--- src/rtl/regfile_wr_arbiter.sv ---
// rtl/regfile_wr_arbiter.sv - round-robin arbiter for the register bank write port
//
// Purpose: shares the single write port of the register bank between NREQ
// writeback sources. One requester is granted per cycle, round-robin from PTR.
// The accepted write is presented to the bank one cycle later as a registered
// one-hot enable plus data. Writes to register 0 (or to an address beyond NREG)
// are accepted but suppressed, and are counted in DROP_CNT.
//
// Ports:
//   CLK        rising-edge clock
//   RSTN       asynchronous active-low reset
//   FREEZE     pipeline stall, blocks new grants
//   REQ_VALID  per-requester request valid
//   REQ_ADDR   per-requester destination register, slice [i*AW +: AW]
//   REQ_DATA   per-requester write data, slice [i*DW +: DW]
//   REQ_READY  one-hot grant (combinational)
//   WR_EN      one-hot register enable to the bank (registered)
//   WR_DATA    write data to the bank (registered)
//   GRANT_ID   requester whose write is currently on WR_EN (registered)
//   BUSY       write stage holds a write
//   DROP_CNT   saturating count of suppressed writes
module regfile_wr_arbiter #(
  parameter int NREQ = 4,
  parameter int NREG = 32,
  parameter int AW   = 5,
  parameter int DW   = 32,
  parameter int IDW  = 2
) (
  input  logic               CLK,
  input  logic               RSTN,
  input  logic               FREEZE,
  input  logic [NREQ-1:0]    REQ_VALID,
  input  logic [NREQ*AW-1:0] REQ_ADDR,
  input  logic [NREQ*DW-1:0] REQ_DATA,
  output logic [NREQ-1:0]    REQ_READY,
  output logic [NREG-1:0]    WR_EN,
  output logic [DW-1:0]      WR_DATA,
  output logic [IDW-1:0]     GRANT_ID,
  output logic               BUSY,
  output logic [7:0]         DROP_CNT
);

  localparam logic [0:0]      IDLE    = 1'b0;
  localparam logic [0:0]      WRITE   = 1'b1;
  localparam logic [NREG-1:0] EN_ONE  = {{(NREG-1){1'b0}}, 1'b1};
  localparam logic [NREQ-1:0] REQ_ONE = {{(NREQ-1){1'b0}}, 1'b1};

  logic           rst_sync;
  logic [0:0]     state;
  logic [IDW-1:0] ptr;
  logic [IDW-1:0] ptr_next;

  logic           found;
  logic [IDW-1:0] win;
  logic [AW-1:0]  win_addr;
  logic [DW-1:0]  win_data;
  logic           win_drop;
  logic           xfer;
  logic [IDW-1:0] idx_w;
  int             idx;
  int             nxt;

  logic [AW-1:0]  addr_a [NREQ];
  logic [DW-1:0]  data_a [NREQ];

  for (genvar g = 0; g < NREQ; g++) begin : g_unpack
    assign addr_a[g] = REQ_ADDR[g*AW +: AW];
    assign data_a[g] = REQ_DATA[g*DW +: DW];
  end

  // Single-stage release synchroniser: grants open one edge after RSTN rises,
  // so the first transfer can land on the second rising edge.
  always_ff @(posedge CLK or negedge RSTN) begin
    if (!RSTN) rst_sync <= 1'b0;
    else       rst_sync <= 1'b1;
  end

  // Rotating priority search starting at ptr, ascending with wrap.
  always_comb begin
    found    = 1'b0;
    win      = '0;
    win_addr = '0;
    win_data = '0;
    idx      = 0;
    idx_w    = '0;
    for (int k = 0; k < NREQ; k++) begin
      idx = int'(ptr) + k;
      if (idx >= NREQ) idx = idx - NREQ;
      idx_w = IDW'(idx);
      if (!found && REQ_VALID[idx_w]) begin
        found    = 1'b1;
        win      = idx_w;
        win_addr = addr_a[idx_w];
        win_data = data_a[idx_w];
      end
    end
  end

  always_comb begin
    xfer      = found && !FREEZE && rst_sync;
    REQ_READY = xfer ? (REQ_ONE << win) : '0;
    win_drop  = (win_addr == '0) || (int'(win_addr) >= NREG);
    nxt       = int'(win) + 1;
    if (nxt >= NREQ) nxt = 0;
    ptr_next  = IDW'(nxt);
  end

  // The enable is decoded before the flop so WR_EN leaves a register with no
  // logic after it and stays glitch-free for the bank's enable gating.
  always_ff @(posedge CLK or negedge RSTN) begin
    if (!RSTN) begin
      state    <= IDLE;
      ptr      <= '0;
      WR_EN    <= '0;
      WR_DATA  <= '0;
      GRANT_ID <= '0;
      DROP_CNT <= '0;
    end else if (xfer) begin
      state    <= WRITE;
      ptr      <= ptr_next;
      WR_DATA  <= win_data;
      GRANT_ID <= win;
      WR_EN    <= win_drop ? '0 : (EN_ONE << win_addr);
      if (win_drop && (DROP_CNT != 8'hFF)) DROP_CNT <= DROP_CNT + 8'd1;
    end else begin
      state <= IDLE;
      WR_EN <= '0;
    end
  end

  assign BUSY = (state == WRITE);

endmodule

--- config.mk ---
export PLATFORM = sky130hd
export DESIGN_NAME = regfile_wr_arbiter
export DESIGN_NICKNAME = d
export VERILOG_FILES = /design/src/rtl/regfile_wr_arbiter.sv
export SDC_FILE = /design/constraint.sdc
export NUM_CORES = 1
export LEC_CHECK = 0
export BUFFER_PORTS_ARGS = -buffer_cell sky130_fd_sc_hd__buf_2
export CAP_MARGIN = 40
export CORE_ASPECT_RATIO = 0.6
export CORE_MARGIN = 1.5
export CORE_UTILIZATION = 45
export CTS_CLUSTER_DIAMETER = 60
export DETAILED_ROUTE_END_ITERATION = 7
export PLACE_DENSITY = 0.73
export SLEW_MARGIN = 10
export SYNTH_ARGS = -nofsm -noshare
export SYNTH_HDL_FRONTEND = slang
export SYNTH_SLANG_ARGS = --single-unit
--- constraint.sdc ---
create_clock -name CLK -period 3.2 [get_ports CLK]
set_input_delay 0.32 -clock CLK [delete_from_list [all_inputs] [get_ports CLK]]
set_output_delay 0.32 -clock CLK [all_outputs]
set_load 0.01 [all_outputs]
Yosys cells after proc, flatten, opt, wreduce, memory -nomap -nowiden
Cells that the tools add are included.

storage, ports and cells
  register bits after elaboration = 78
  input bits = 155
  output and inout bits = 79
  word-level logic and storage cells = 105

operators by class
  $add $sub $neg = 9
  $lt $le $gt $ge = 13
  equality and inequality tests = 1
  shift operators = 2
  mux-type cells = 57
  bitwise operators = 4
  reduce and logical (&&, ||, !) cells = 12

operators with widths
  cell                                                  number
  2-to-1 mux 32 bit                                     14
  binary-select mux 32 bit (select 2 bit)               4
  2-to-1 mux 5 bit                                      12
  binary-select mux 5 bit (select 2 bit)                4
  left shift 1 x 5 -> 32 bit (first input constant)     1
  >= comparator 3 bit (second input constant)           8
  2-to-1 mux 2 bit                                      9
  < comparator 2 x 3 -> 1 bit (second input constant)   4
  NOT 2 -> 3 bit                                        4
  2-to-1 mux 1 bit                                      9
  adder 8 x 1 -> 8 bit (second input constant)          1
  binary-select mux 1 bit (select 2 bit)                4
  inequality test 8 bit (second input constant)         1
  subtractor 2 x 1 -> 2 bit (second input constant)     4
  adder 2 x 1 -> 3 bit (second input constant)          2
  adder 2 x 2 -> 3 bit (second input constant)          2
  logical AND 1 bit                                     6
  logical NOT 5 bit                                     1
  logical NOT 1 bit                                     4
  2-to-1 mux 4 bit                                      1
  left shift 1 x 2 -> 4 bit (first input constant)      1
  >= comparator 2 x 3 -> 1 bit (second input constant)  1
  AND reduction 2 bit                                   1

Depth between registers and ports, before layout
  word-level depth = 17
  depth in mapped cells = 11
  mapped depth without buffers = 8

Worst setup path after synthesis
No wires, ideal clock.

  path kind = reg2out
  from = reg ptr[1]
  to = out REQ_READY[0]
  data arrival time = 2139 ps
  required time = 2880 ps
  slack = 741 ps
  cell stages (with the launch flop) = 10
  path buffers = 4
  cell sequence = dfrtp_1 > buf_2 > clkbuf_1 > clkbuf_1 > clkbuf_1 > o22ai_1 > a21oi_1 > inv_1 > ha_1 > and2_1

between the ends
  elaborated cells between the ends (all ways) = 41
  classes of those cells = 7 x add/sub; 4 x order compare; 1 x shift; 21 x mux; 8 x reduce/logical

RTL lines
  what                                                                           RTL line  RTL
  start, declared                                                                50        logic [IDW-1:0] ptr;
  start signal, assigned                                                         120       ptr <= ptr_next;
  parallel branches: the longest is 13 deep, another holds adder 2 x 1 -> 3 bit  --
  2-to-1 mux 2 bit (*)                                                           90        if (!found && REQ_VALID[idx_w]) begin
  net win[0]                                                                     54        logic [IDW-1:0] win;
  left shift 1 x 2 -> 4 bit (*)                                                  101       REQ_READY = xfer ? (REQ_ONE << win) : '0;
  2-to-1 mux 4 bit (*)                                                           101
  end, declared                                                                  35        output logic [NREQ-1:0] REQ_READY,

Mark *: on every way through the listed nets, which the timed path passes. The select of a mux whose other input is x is not followed.

Final worst setup path
  from = reg ptr[1]
  to = out REQ_READY[2]

Same word-level chain as after synthesis.

==> key figures <==
Run status
  • Status: completed

Floorplanning
  • Chip width: 159.8 microns
  • Die Ht: around 100 microns
  • CORE AREA: about 0.014 sq mm
  • Die area: about 0.016 sq mm
  • IO Pins: 234
  • # rows: 34
  • Starting Density: a little under half

STA
  • Worst rel slew slack: a little over two fifths
  • Crit path time final: 2862 ps
  • Fmax: 349.5 MHz
  • Final Setup Violations: 0
  • Clock Skew: between 10 and 15 ps
  • RSZ-0062 raised after global routing: no
  • Final hold vios: 0
  • Post-Route Setup TNS: 0 ps
  • Fin crit share: 89.42%
  • Worst Tran Pin Value: 871.1 ps
  • Slew Viols, Final: 0

CTS
  • Number of H-tree levels: 3
  • Num CTS Buffers: 9
  • # hold bufs at CTS: 0
  • Sink Count: between 70 and 80
  • Post-cts repair resize count: 0
  • CTS tree: done
  • Deepest clock path buffer count: 2
  • CTS Root Cell: clkbuf_16
  • # Post-CTS Setup Buffers: 0
  • Clock-pin slew on the worst setup and hold paths: around 70 ps
  • Clk Latency, worst-skew pair: around 340 ps

Cells and area
  • Share of cells above drive strength 1: between 30% and 40%
  • N_diodes: 0
  • Area grow syn2layout: 24.32%
  • Post-route cell area: 0.008257 sq mm
  • Final core occ: a little under three fifths
  • Nets: roughly 1100

Worst setup path
  • Critical Path Start Type: flop
  • Crit path buf inv count: 3
  • Kind of critical path: flop to output pin
  • CP top delay family: compound AO/OA/AOI/OAI gates
  • CP Capture Type: output pin
  • Slowest cell delay on critical path: between 500 and 600 ps
  • Slowest stage cell, crit path: dfrtp_4
  • Crit Path Max Fanout: 18
  • CP arrival: around 2500 ps
  • Req. time, crit path: approximately 2900 ps
  • CP cell instances: inv_1, o21ai_0, a21oi_1, o21ai_0, inv_1, ha_1, and2_1, buf_2

GRT
  • First-pass GRT wire length: about 33 mm
  • Antenna violations before repair: 0
  • GRT overflow: 0
  • Vias in the first global route: roughly 6400
  • M1 GR Usage: about two fifths
  • Largest net degree at the start of global routing: 105
  • GR peak layer: met2
  • Grt met2 use: about 40%
  • Met3 GRT Util: under 10%
  • Total GRT Usage: 26.44%

Yosys
  • Synth Area in Compound Gates: roughly 28%
  • Synth top area share: ~30%
  • Syn_nets: between 900 and 1000
  • Asr flop ratio synth: 100.0%
  • EDFF count, synth: 0
  • Biggest area consumer among synthesized cells: dfrtp_1
  • Post-synthesis adder-cell area fraction: 0.9420%
  • Synth Flop Type: dfrtp_1
  • Synth warn: 0
  • Syn Std Cell Area: between 0.006 and 0.007 sq mm
  • Post-Synthesis Mean Instance Area: between 8 and 9 sq um
  • Simple-Gate Fraction of Synth Area: 11.17%
  • Xor/xnor share of the synthesized area: less than 1%
  • Post-synthesis mux area share: between 20% and 30%
  • Largest family of logic cells by synthesized area: compound AO/OA/AOI/OAI gates
  • Synth cell types: 52
  • Sequential cell area fraction in the yosys report: between 20% and 30%
  • FF+latch count, synth: 78
  • Synth top area cells: dfrtp_1 (29%), mux2i_1 (22%), o221ai_1 (8.6%)
  • Post-Synthesis Cells: 745

Drt
  • Vias/cell: roughly 6.1
  • Detailed Routing Iterations Pass 1: 5
  • 1st-iter DRT viols: between 300 and 400
  • Avg WL per Cell: approximately 18 microns
  • Post-Route WL: roughly 21 mm
  • Post-route DRC: 0
  • Detail Route Antenna Nets: 0
  • Via count: 6888

Pwr
  • Cell Pwr Density: 706.1 mW/mm^2
  • Lkg Pwr: slightly above 4 nW
  • Maximum VDD drop: between 0.4 and 0.5 mV

Hold path
  • Hold Crit Class: primary input to async pin

Job
  • Max-cap violations: 0

Placement
  • Area of placed instances: approximately 0.008 sq mm
  • DP HPWL: 15.33 mm
  • # port buffers: 233
  • Routability congestion estimate from global placement: between 0.9 and 1
[metal layers]
| layer | vias to the layer above | share of wire (%) |
|---|---|---|
| li1 | 3310 | - |
| met1 | 3264 | 49 |
| met2 | 289 | 43 |
| met3 | 25 | 6.9 |
| met4 | 0 | 1.4 |
| met5 | - | 0 |
[worst register-to-register path: cells and delay by family (launching register included)]
| family | cells | cell delay, ps |
|---|---|---|
| buffers and inverters | 2 | 1310 |
| DFF | 1 | 550 |
| AOI/OAI and AO/OA | 3 | 410 |
| muxes | 1 | 420 |
[final timing paths]
| path | from | endpoint | slack, ps | cells past startpoint |
|---|---|---|---|---|
| worst max-delay path | ptr[1]$_DFFE_PN0P_ | REQ_READY[2] | 340 | 8 |
| worst min-delay path | RSTN | WR_EN[4]$_DFF_PN0_ | 1 | 1 |
| worst max register to register | ptr[0]$_DFFE_PN0P_ | WR_DATA[27]$_DFFE_PN0P_ | 370 | 6 |
| worst min register to register | GRANT_ID[0]$_DFFE_PN0P_ | GRANT_ID[0]$_DFFE_PN0P_ | 490 | 2 |
| max in group asynchronous | RSTN | WR_DATA[12]$_DFFE_PN0P_ | 2560 | 2 |
| min in group CLK | GRANT_ID[0]$_DFFE_PN0P_ | GRANT_ID[0]$_DFFE_PN0P_ | 490 | 2 |
[cell type report]
cell class | count | area [sq um]
clock inverters | 7 | 62.56
clock buffers | 9 | 225.2
inverters | 9 | 33.78
flip-flops and latches | 78 | 1959
repair buffers | 257 | 1411
well taps | 198 | 247.7
multi-input cells | 579 | 4317
fillers | 1314 | 6207
[placed cells by master, fill, tap and decap left out, types with 2 or more instances in the layout]
cell type,count
buf_2,232
mux2i_1,144
dfrtp_1,76
o21ai_0,74
o22ai_1,68
o221ai_1,65
nor2_1,49
a31oi_1,39
buf_4,20
nand2_1,19
nor3_1,19
and2_1,11
a21oi_1,10
clkbuf_16,9
inv_1,8
nor4_1,8
xor2_1,7
mux4_2,5
ha_1,5
buf_12,5
nand3b_1,4
nor2b_1,4
nor3b_1,4
nand3_1,4
a211o_1,3
nand4_1,3
mux2_2,3
clkinvlp_4,3
conb_1,2
or3_1,2
and3b_4,2
nand2b_1,2
inv_6,2
inv_8,2
dfrtp_4,2
[Yosys cell counts, types with 7 or more instances]
library cell and count:
o221ai_1 65, buf_2 20, nor2_1 50, and2_1 12, mux2i_1 144, o22ai_1 68
inv_1 9, clkbuf_1 49, dfrtp_1 78, a31oi_1 39, nor4_1 8, xor2_1 7
nand2_1 19, o21ai_0 74, a21oi_1 10, nor3_1 19
[where the power goes]
group,internal [mW],total (mW),switching [mW],leakage (nW)
registers,1.24,1.44,0.199,0.966
logic,1.40,3.37,1.97,2.94
clock network,0.543,1.02,0.478,0.133
[registers in the layout, indices dropped and copies added, names as in the netlist]
signal and count:
BUSY 1, rst_sync 1, DROP_CNT 8, ptr 2, WR_EN 32, WR_DATA 32
GRANT_ID 2
[cells by family after synthesis]
family,after synthesis
buffers and inverters,88
flip-flops,78
AND/OR/NAND/NOR,142
other,2
multiplexers,153
adder cells (fa/ha/maj),5
AO/OA/AOI/OAI,270
XOR/XNOR,7
[per-stage QoR]
step,setup slack [ps],hold WS (ps),power [mW],std cells
after detailed placement,426.5,383.4,4.792,1121
final,338.5,1.284,5.830,1137
after floorplan,740.7,24.41,3.806,745
after global placement,532.5,466.3,4.684,1120
after CTS,399.7,20.38,5.825,1137
after global routing,148.8,56.55,6.250,1137
Power figures use the tool's default switching activity.
